### src/rtl/instr_fetch_unit.sv
// Instruction fetch unit: PC sequencing, single-outstanding imem requests,
// valid/ready presentation to the decoder, branch redirect with response squash.
// Optional feature macro: IF_PERF_CNT_EN (adds perf_fetch_cnt / perf_flush_cnt).
module instr_fetch_unit #(
  parameter int ADDR_W   = 8,
  parameter int INSTR_W  = 16,
  parameter int RESET_PC = 0
) (
  input  logic               clk,
  input  logic               rst,
  output logic               imem_req_valid,
  input  logic               imem_req_ready,
  output logic [ADDR_W-1:0]  imem_addr,
  input  logic               imem_resp_valid,
  input  logic [INSTR_W-1:0] imem_resp_data,
  input  logic               branch_taken,
  input  logic [ADDR_W-1:0]  branch_target,
  output logic               instr_valid,
  input  logic               instr_ready,
  output logic [INSTR_W-1:0] instr,
  output logic [3:0]         opcode,
  output logic [ADDR_W-1:0]  pc_out
`ifdef IF_PERF_CNT_EN
  ,
  output logic [15:0]        perf_fetch_cnt,
  output logic [15:0]        perf_flush_cnt
`endif
);

  typedef enum logic [2:0] {IDLE, FETCH, WAIT, ISSUE, FLUSH} state_t;

  state_t            state, state_nx;
  logic [ADDR_W-1:0] pc;

  // Decoder sees the opcode field of whatever instruction is held.
  assign opcode = instr[INSTR_W-1 -: 4];

  // State register.
  always_ff @(posedge clk) begin
    if (rst) state <= IDLE;
    else     state <= state_nx;
  end

  // Next-state and request decode; a redirect overrides the normal transitions.
  always_comb begin
    state_nx       = state;
    imem_req_valid = 1'b0;
    imem_addr      = '0;
    case (state)
      IDLE:  state_nx = FETCH;
      FETCH: begin
        imem_req_valid = 1'b1;
        imem_addr      = pc;
        if (imem_req_ready) state_nx = WAIT;
      end
      WAIT:  if (imem_resp_valid) state_nx = ISSUE;
      ISSUE: if (instr_valid && instr_ready) state_nx = FETCH;
      FLUSH: if (imem_resp_valid) state_nx = FETCH;
      default: state_nx = IDLE;
    endcase
    if (branch_taken) begin
      case (state)
        FETCH:   state_nx = imem_req_ready  ? FLUSH : FETCH;  // old-PC request already accepted
        WAIT:    state_nx = imem_resp_valid ? FETCH : FLUSH;  // response consumed now or later
        FLUSH:   state_nx = imem_resp_valid ? FETCH : FLUSH;
        default: state_nx = FETCH;                            // IDLE/ISSUE: held instr dropped
      endcase
    end
  end

  // PC and presented-instruction registers; redirect wins over capture/handshake.
  always_ff @(posedge clk) begin
    if (rst) begin
      pc          <= ADDR_W'(RESET_PC);
      instr       <= '0;
      pc_out      <= '0;
      instr_valid <= 1'b0;
    end else if (branch_taken) begin
      pc          <= branch_target;
      instr_valid <= 1'b0;
    end else if (state == WAIT && imem_resp_valid) begin
      instr       <= imem_resp_data;
      pc_out      <= pc;
      pc          <= pc + ADDR_W'(1);
      instr_valid <= 1'b1;
    end else if (state == ISSUE && instr_valid && instr_ready) begin
      instr_valid <= 1'b0;
    end
  end

`ifdef IF_PERF_CNT_EN
  logic hs, drop;
  assign hs   = (state == ISSUE) && instr_valid && instr_ready && !branch_taken;
  assign drop = imem_resp_valid && ((state == FLUSH) || (state == WAIT && branch_taken));

  // Saturating counters for delivered and squashed instructions.
  always_ff @(posedge clk) begin
    if (rst) begin
      perf_fetch_cnt <= '0;
      perf_flush_cnt <= '0;
    end else begin
      if (hs && perf_fetch_cnt != 16'hFFFF)   perf_fetch_cnt <= perf_fetch_cnt + 16'd1;
      if (drop && perf_flush_cnt != 16'hFFFF) perf_flush_cnt <= perf_flush_cnt + 16'd1;
    end
  end
`endif

endmodule

### config.mk
export PLATFORM = sky130hd
export DESIGN_NAME = instr_fetch_unit
export DESIGN_NICKNAME = d
export VERILOG_FILES = /design/src/rtl/instr_fetch_unit.sv
export SDC_FILE = /design/constraint.sdc
export NUM_CORES = 1
export LEC_CHECK = 0
export ABC_AREA = 1
export BUFFER_PORTS_ARGS = -buffer_cell sky130_fd_sc_hd__buf_2
export CAP_MARGIN = 10
export CORE_MARGIN = 4
export CORE_UTILIZATION = 43
export DETAILED_ROUTE_END_ITERATION = 10
export GPL_ROUTABILITY_DRIVEN = 0
export PLACE_DENSITY = 0.75
export SYNTH_ARGS = -nofsm -noshare
export SYNTH_HDL_FRONTEND = slang
export SYNTH_SLANG_ARGS = --single-unit
export TNS_END_PERCENT = 10
### constraint.sdc
create_clock -name clk -period 1.3 [get_ports clk]
set_clock_uncertainty 0.15 [all_clocks]
set_input_delay 0.065 -clock clk [delete_from_list [all_inputs] [get_ports clk]]
set_output_delay 0.065 -clock clk [all_outputs]
set_load 0.02 [all_outputs]
## After elaboration in Yosys (flattened, before gate mapping)

Cells that the tools add are included.

| operators by class | value |
|---|---|
| bitwise operators | 1 |
| $add $sub $neg | 1 |
| reductions and logical operators | 11 |
| equal/unequal tests | 8 |
| muxes and demuxes | 15 |

Operators by type and width:

| operator | number |
|---|---|
| 2-to-1 mux 8 bit | 3 |
| 2-to-1 mux 3 bit | 7 |
| case mux 3 bit (5 select lines) | 1 |
| != test 3 bit (second input constant) | 4 |
| adder 8 x 1 -> 8 bit (second input constant) | 1 |
| equality test 3 x 2 -> 1 bit (second input constant) | 2 |
| case mux 3 bit (2 select lines) | 1 |
| logical AND 1 bit | 4 |
| AND reduction 4 bit | 1 |
| nonzero test 2 bit | 2 |
| OR reduction 2 bit | 2 |
| equality test 3 x 1 -> 1 bit (second input constant) | 1 |
| equality test 3 bit (second input constant) | 1 |
| logical NOT 3 bit | 1 |
| 2-to-1 mux 1 bit | 3 |
| AND reduction 2 bit | 1 |
| NOT 1 bit | 1 |

| storage, ports and cells | value |
|---|---|
| flip-flop bits (word level) | 36 |
| output and inout bits | 38 |
| logic and storage cells | 41 |
| input port bits | 30 |

## Logic depth before layout (Yosys ltp)

Gate-level depths: netlist of the first run.

| depth | value |
|---|---|
| depth after elaboration | 5 |
| gate-level depth with buffers | 9 |
| gate-level depth less buffers | 8 |

## Worst setup path before layout of the first run

No wires, ideal clock.

| path | value |
|---|---|
| kind | reg-to-reg |
| from | reg state[1] |
| to | reg instr[15] |
| path slack | -82 ps |
| data required time | 1018 ps |
| path buffers | 1 |
| stages on the path, launching flop included | 9 |
| setup time | 132 ps |
| arrival time | 1100 ps |
| period minus slack after synthesis | 1382 ps |
| cells stage by stage | dfxtp_1 -> inv_2 -> nor2_4 -> nand3_2 -> nor2_4 -> inv_2 -> buf_6 -> nand2_1 -> a21oi_1 |

| on the way | value |
|---|---|
| cells in the longest elaborated chain, start to end | 3 |

Ends and longest elaborated chain:

| item | RTL line | text |
|---|---|---|
| from (decl) | 32 | `state_t state, state_nx;` |
| from (signal assigned) | 41 | `else state <= state_nx;` |
| equality test 3 x 2 -> 1 bit | 81 | `end else if (state == WAIT && imem_resp_valid) begin` |
| logical AND 1 bit | 81 |  |
| AND reduction 2 bit (no source line) | -- |  |
| to (signal assigned) | 82 | `instr <= imem_resp_data;` |
| to (decl) | 20 | `output logic [INSTR_W-1:0] instr,` |

No other way between the ends.
A chain may end at the register's enable or synchronous reset.

## Final worst setup path of the first run

| path | value |
|---|---|
| from | reg state[1] |
| to | reg pc[0] |

| on the way | value |
|---|---|
| cells in the longest elaborated chain, start to end | 3 |

Ends and longest elaborated chain:

| item | RTL line | text |
|---|---|---|
| equality test 3 x 2 -> 1 bit | 81 |  |
| logical AND 1 bit | 81 |  |
| nonzero test 2 bit (no source line) | -- |  |
| to (signal assigned) | 74 | `pc <= ADDR_W'(RESET_PC);` |
| to (signal assigned) | 79 | `pc <= branch_target;` |
| to (signal assigned) | 84 | `pc <= pc + ADDR_W'(1);` |
| to (decl) | 33 | `logic [ADDR_W-1:0] pc;` |

No other way between the ends.

==> results of run 1 <==
-- stage by stage --
step | instance area, µm² | instances | setup WS [ns] | hold WS, ns
global placement | 2110 | 352 | -0.122 | 0.169
floorplan | 1670 | 236 | -0.0617 | 0.0622
detailed placement | 2110 | 352 | -0.164 | 0.174
CTS | 2630 | 389 | -0.123 | -0.000906
global route | 2790 | 392 | -0.242 | -0.00308
finish | 2790 | 392 | -0.166 | -0.0267
-- area by class of cell --
cell class / count / area, µm² / area share [%]
Clock buffer: 7 / 86.3 / 3.10
Clock inverter: 1 / 7.51 / 0.269
Multi-Input combinational cell: 162 / 886 / 31.8
Timing Repair Buffer: 116 / 925 / 33.2
Tap cell: 48 / 60.1 / 2.15
Inverter: 22 / 95.1 / 3.41
Sequential cell: 36 / 728 / 26.1
-- power groups by stage --
stage	logic, W	registers, W	clock network (W)
6_report	0.000557	0.00117	0.000824
5_1_grt	0.000609	0.00118	0.000879
4_1_cts	0.000513	0.00117	0.000827
3_5_place_dp	0.000380	0.00119	0
3_3_place_gp	0.000375	0.00119	0
2_1_floorplan	0.000206	0.00120	0
-- kinds of logic after synthesis --
group / share of synthesized area (%)
flip-flops: 43.2
adder cells (fa/ha/maj): 0.751
XOR/XNOR: 1.58
AO/OA/AOI/OAI: 14.9
AND/OR/NAND/NOR: 27.3
buffers and inverters: 12.2
-- registers in the layout, indices dropped and copies added (netlist names) --
register,count
pc_out,8
instr,16
pc,8
state,3
instr_valid,1
-- critical path, delay by kind of cell, from the launching register on --
kind	cells	cell delay (ns)
flip-flops	1	0.35
AND/OR/NAND/NOR	4	0.41
buffers and inverters	3	0.34
AO/OA/AOI/OAI	1	0.13
-- how the worst max path moves through the flow --
stage | end | slack [ns] | startpoint
global placement | state[1] | -0.12 | state[2]
finish | pc[0] | -0.17 | state[1]
detailed placement | pc_out[6] | -0.16 | state[2]
global route | pc[5] | -0.24 | pc[1]
CTS | pc[7] | -0.12 | state[1]
floorplan | instr[15] | -0.06 | state[1]
-- repair_timing --
| item | 4_1_cts | 5_1_grt |
|---|---|---|
| gates cloned | 1 | 2 |
| resized for setup | 42 | 29 |
| setup endpoints to repair | 44 | 44 |
| setup buffers | 4 | 1 |
| endpoints found under the hold margin | 27 | 1 |
| pin swaps | 19 | 20 |
-- routing by layer --
| metal | part of all wire (%) | GRT usage, % |
|---|---|---|
| met1 | 44 | 25.6 |
| met2 | 49 | 33.7 |
| met3 | 6.6 | 3.88 |
| met4 | 0.83 | 3.83 |
| met5 | 0 | 0 |
-- cell usage in the layout (no fill, tap or decap), drive strengths merged --
cell type    netlist  layout
a21boi             1       1
a21oi             32      32
clkbuf             4       9
nand2             77      77
dlygate4sd3        0      24
dfxtp             36      36
o21ai             11      11
o21bai             1       1
a31oi              3       3
ha                 1       1
buf               12      90
nor2              18      18
nand4              2       2
inv               22      22
xor2               3       3
clkinvlp           0       1
nand3             13      13
==> flow_metrics.py, run 1 <==
metrics = {
    "power_and_ir_drop": {
        "p_int_w": 0.00184,
        "p_leak_nw": 1.24,
        "irDropWorstVdd_mv": 0.706,
        "p_clk_share_pct": 32.3,
        "p_sw_w": 0.000713,
        "netSwitchingFraction_pct": 27.9,
        "power.density_nw_per_um2": 915,
        "power_frac_comb_pct": 21.8,
        "seqPwrFrac_pct": 45.9,
        "power_w": 0.00255,
    },
    "finish": {
        "layout-drive-gt1-share_pct": 40.7,
        "fin_util_pct": 75.0,
        "final_nets": 374,
        "syn_to_final_growth_pct": 67.3,
        "fill_cells": 284,
        "diodes": 0,
    },
    "grt": {
        "grt_pass1_wl_um": 8050,
        "grt_max_degree": 30,
        "grt_pass1_vias": 1769,
        "grt_usage_pct": 19.7,
        "grt_overflow": 0,
        "antenna_found_initial": 0,
    },
    "drt": {
        "via_count": 1902,
        "drtIter0Drc": 104,
        "postRouteAntennaNets": 0,
        "wl_um": 4930,
        "viasPerCell": 4.85,
        "wire_per_inst_um": 12.6,
        "drcViolationCount": 0,
        "dr.pass1.iters": 5,
    },
    "timing": {
        "timing.slew.headroom_pct": 81.6,
        "fin_setup_tns_ns": -4.84,
        "finalCriticalPeriod_ns": 1.47,
        "worst_pin_slew_ns": 0.275,
        "fmax_ghz": 0.682,
        "hold_viol": 1,
        "holdWs_ns": -0.0267,
        "slew_viol_final": 0,
        "timing.final.ws_setup_ns": -0.166,
        "fin_crit_sh_pct": 113,
        "rsz0062_at_grt": "true",
        "finalSetupViolations": 44,
    },
    "outcome": {
        "violations": "hold timing, setup timing",
        "status": "finished with violations",
    },
    "synth": {
        "synth.avg_cell_area_um2": 7.06,
        "syn-instance-count": 236,
        "synth-seq-area-share_pct": 43.2,
        "synth_top_area_cell": "dfxtp_1",
        "ys.flop_type": "dfxtp_1",
        "syn_nets": 267,
        "async_flop_share_pct": 0,
        "yosysWarnings": 0,
        "synthTopCellsByCount": "77 x nand2_1, 36 x dfxtp_1, 32 x a21oi_1",
        "synth.distinct_cells": 21,
        "synth_most_common_cell": "nand2_1",
        "synth_top_cell_area_share_pct": 43.2,
        "synth_edf_count": 0,
        "synthTopCellsByArea": "dfxtp_1 43%, nand2_1 17%, a21oi_1 9.6%",
        "ys_ff_latch": 36,
        "syn-cell-area_um2": 1670,
    },
    "critical_path": {
        "critical_path.max_fanout": 6,
        "rrSetupSlack_ns": -0.17,
        "slowest_stage": "dfxtp_2",
        "cp_common_cell": "nor2_4",
        "critPathMaxStageDelay_ns": 0.35,
        "r2r-end": "pc[0]",
        "crit_type": "flop to flop",
        "startpoint_type": "flop",
        "cp.required_ns": 1.37,
        "cp-end-kind": "flop",
        "reg2reg_depth": 8,
        "crit_arrival_ns": 1.53,
        "worstPathCellList": "inv_4 > nor2_4 > nand3_4 > nor2_4 > buf_12 > clkbuf_16 > nand2_1 > a31oi_1",
        "regToRegStartpoint": "state[1]",
    },
    "hold_path": {
        "hp-start": "imem_resp_valid",
        "hold_end": "instr_valid",
        "whs_path_depth": 3,
        "hold_class": "primary input to flop",
    },
    "clock_tree": {
        "worst_setup_hold_path_clk_slew_ns": 0.08,
        "htreeDepth": 2,
        "hold_buffers": 24,
        "clk_path_buf_depth": 2,
        "clock-sinks": 36,
        "cts_tree": "done",
        "cts-root-buf": "clkbuf_8",
        "clk_latency_ns": 0.29,
        "cts_inserted_buffers": 5,
    },
    "floorplan": {
        "initial_utilization_pct": 44.8,
        "pin_count": 68,
        "fp.dieH_um": 70.3,
        "coreArea_um2": 3720,
        "row_count": 22,
        "die_width_um": 70.3,
        "dieArea_um2": 4940,
    },
    "job": {
        "drv_cap": 0,
    },
    "placement": {
        "hpwl_um": 3020,
        "port_buffers": 67,
    },
}
No activity file was read; power rests on OpenSTA's default activity.
==> inputs of run 2 (changes only) <==
- CTS_CLUSTER_DIAMETER: unset -> 30
- SETUP_SLACK_MARGIN: unset -> 0.05
==> run 2 against run 1 <==
Effect of this change: critical path depth is the same; worst hold slack gained 0.00057 ns; sequential share of layout area grew 0.092 points; flip-flop and latch count is the same; the flow still finishes with violations (hold timing, setup timing); worst setup slack improved by 0.0026 ns; non-clock buffer count unchanged; cell area is 0.18% lower; combinational power is essentially flat; global-route usage increased by 0.33 points; clock-buffer cell count unchanged; total power about the same; via count increased by 1.7%.
==> flow_metrics.py, run 2 (same netlist as run 1, synthesis figures left out) <==
metrics = {
    "timing": {
        "holdWs_ns": -0.0261,
        "slew_viol_final": 0,
        "fin_crit_sh_pct": 113,
        "fmax_ghz": 0.683,
        "rsz0062_at_grt": "true",
        "timing.slew.headroom_pct": 82.6,
        "timing.final.ws_setup_ns": -0.164,
        "worst_pin_slew_ns": 0.261,
        "finalSetupViolations": 44,
        "hold_viol": 1,
        "finalCriticalPeriod_ns": 1.46,
    },
    "hold_path": {
        "hold_class": "primary input to flop",
    },
    "drt": {
        "wl_um": 5000,
        "viasPerCell": 4.93,
        "drcViolationCount": 0,
        "dr.pass1.iters": 4,
        "postRouteAntennaNets": 0,
        "via_count": 1934,
        "drtIter0Drc": 153,
        "wire_per_inst_um": 12.8,
    },
    "floorplan": {
        "dieArea_um2": 4940,
        "initial_utilization_pct": 44.8,
        "pin_count": 68,
        "row_count": 22,
        "die_width_um": 70.3,
        "fp.dieH_um": 70.3,
        "coreArea_um2": 3720,
    },
    "grt": {
        "grt_use_met2_pct": 34.2,
        "grt_pass1_wl_um": 8180,
        "grt_overflow": 0,
        "grt_max_degree": 30,
        "antenna_found_initial": 0,
        "grt_util_met3_pct": 4.03,
        "gr-usage-met1_pct": 25.8,
        "grt_usage_pct": 20.0,
        "grt_pass1_vias": 1806,
        "grt_busiest_layer": "met2",
    },
    "finish": {
        "syn_to_final_growth_pct": 67.0,
        "largestRegisters": "instr x16, pc x8, pc_out x8",
        "layout_commonest_cell": "nand2_1",
        "largest_reg_flops": 16,
        "fin_util_pct": 74.9,
        "regMostFlops": "instr",
        "layout.cells.non_filler": 392,
        "layout_common_cells": "72 x nand2_1, 58 x buf_2, 33 x dfxtp_1",
        "layout-drive-gt1-share_pct": 39.8,
        "final_nets": 374,
        "diodes": 0,
    },
    "placement": {
        "hpwl_um": 3020,
        "dp.cells": 352,
        "port_buffers": 67,
    },
    "clock_tree": {
        "clk_latency_ns": 0.29,
        "cts-root-buf": "clkbuf_8",
        "clock-sinks": 36,
        "hold_buffers": 24,
        "cts_tree": "done",
        "cts_inserted_buffers": 5,
        "clk_path_buf_depth": 2,
        "htreeDepth": 2,
        "worst_setup_hold_path_clk_slew_ns": 0.07,
    },
    "critical_path": {
        "crit_arrival_ns": 1.54,
        "crit_path_start": "state[1]",
        "regToRegStartpoint": "state[1]",
        "crit_type": "flop to flop",
        "crit_path_end": "pc[5]",
        "reg2reg_depth": 8,
        "cp.required_ns": 1.37,
        "rrSetupSlack_ns": -0.16,
        "cp-end-kind": "flop",
        "critical_path.max_fanout": 5,
        "r2r-end": "pc[5]",
        "startpoint_type": "flop",
    },
    "power_and_ir_drop": {
        "power.density_nw_per_um2": 916,
        "irDropWorstVdd_mv": 0.700,
        "p_leak_nw": 1.24,
    },
    "job": {
        "drv_cap": 0,
    },
    "outcome": {
        "violations": "hold timing, setup timing",
        "status": "finished with violations",
    },
}
-- run 2: cell counts in the layout (fill, tap and decap cells not counted) --
No cell type changed its count.
-- run 2: timing repair --
| item | CTS | global route |
|---|---|---|
| cloned | 1 | 2 |
| gates resized for setup | 44 | 22 |
| setup endpoints to repair | 44 | 44 |
| pin swaps | 20 | 20 |
| buffers inserted | 4 | 1 |
| endpoints found under the hold margin | 27 | 1 |
-- run 2: worst max-delay path, cell delays in order, from the launching register on --
cell     delay, ns
dfxtp_2       0.35
inv_4         0.05
nor2_4        0.12
nand3_4       0.11
nor2_4        0.15
buf_12        0.15
buf_12        0.12
nand3_2       0.07
a21oi_2       0.13
-- run 2: worst min-delay path by stage --
stage | slack [ns] | endpoint | from | cells after the start
2_1_floorplan | 0.06 | instr[12] | imem_resp_data[12] | 2
3_3_place_gp | 0.17 | instr[6] | imem_resp_data[6] | 3
3_5_place_dp | 0.17 | instr[10] | imem_resp_data[10] | 3
4_1_cts | -0.0009 | instr_valid | imem_resp_valid | 3
5_1_grt | -0.003 | instr_valid | imem_resp_valid | 3
6_report | -0.03 | instr_valid | imem_resp_valid | 3
-- run 2: report_power, final --
group          switching, W  internal [W]
Sequential        0.0000336       0.00114
Clock              0.000390      0.000431
Combinational      0.000287      0.000271
-- run 2: layout make-up --
| class | count | area (µm²) |
|---|---|---|
| fill | 284 | 933 |
| timing repair buffer | 116 | 925 |
| multi-input combinational | 162 | 882 |
| sequential | 36 | 729 |
| inverter | 22 | 92.6 |
| clock buffer | 7 | 86.3 |
| tap | 48 | 60.1 |
| clock inverter | 1 | 7.51 |
-- run 2: per-layer routing --
layer	vias to the layer above	wire length, µm
met4	0	42
met3	6	370
met2	83	2420
met1	878	2160
li1	967	-
met5	-	0
-- run 2: metrics by stage --
stage          TNS, ns  total power, W  worst slack [ns]  cell area, µm²
2_1_floorplan    -1.28         0.00141           -0.0617            1670
3_3_place_gp     -2.75         0.00156            -0.122            2110
3_5_place_dp     -4.50         0.00157            -0.164            2110
4_1_cts          -3.52         0.00251            -0.123            2640
5_1_grt          -8.18         0.00266            -0.248            2780
6_report         -4.79         0.00255            -0.164            2780
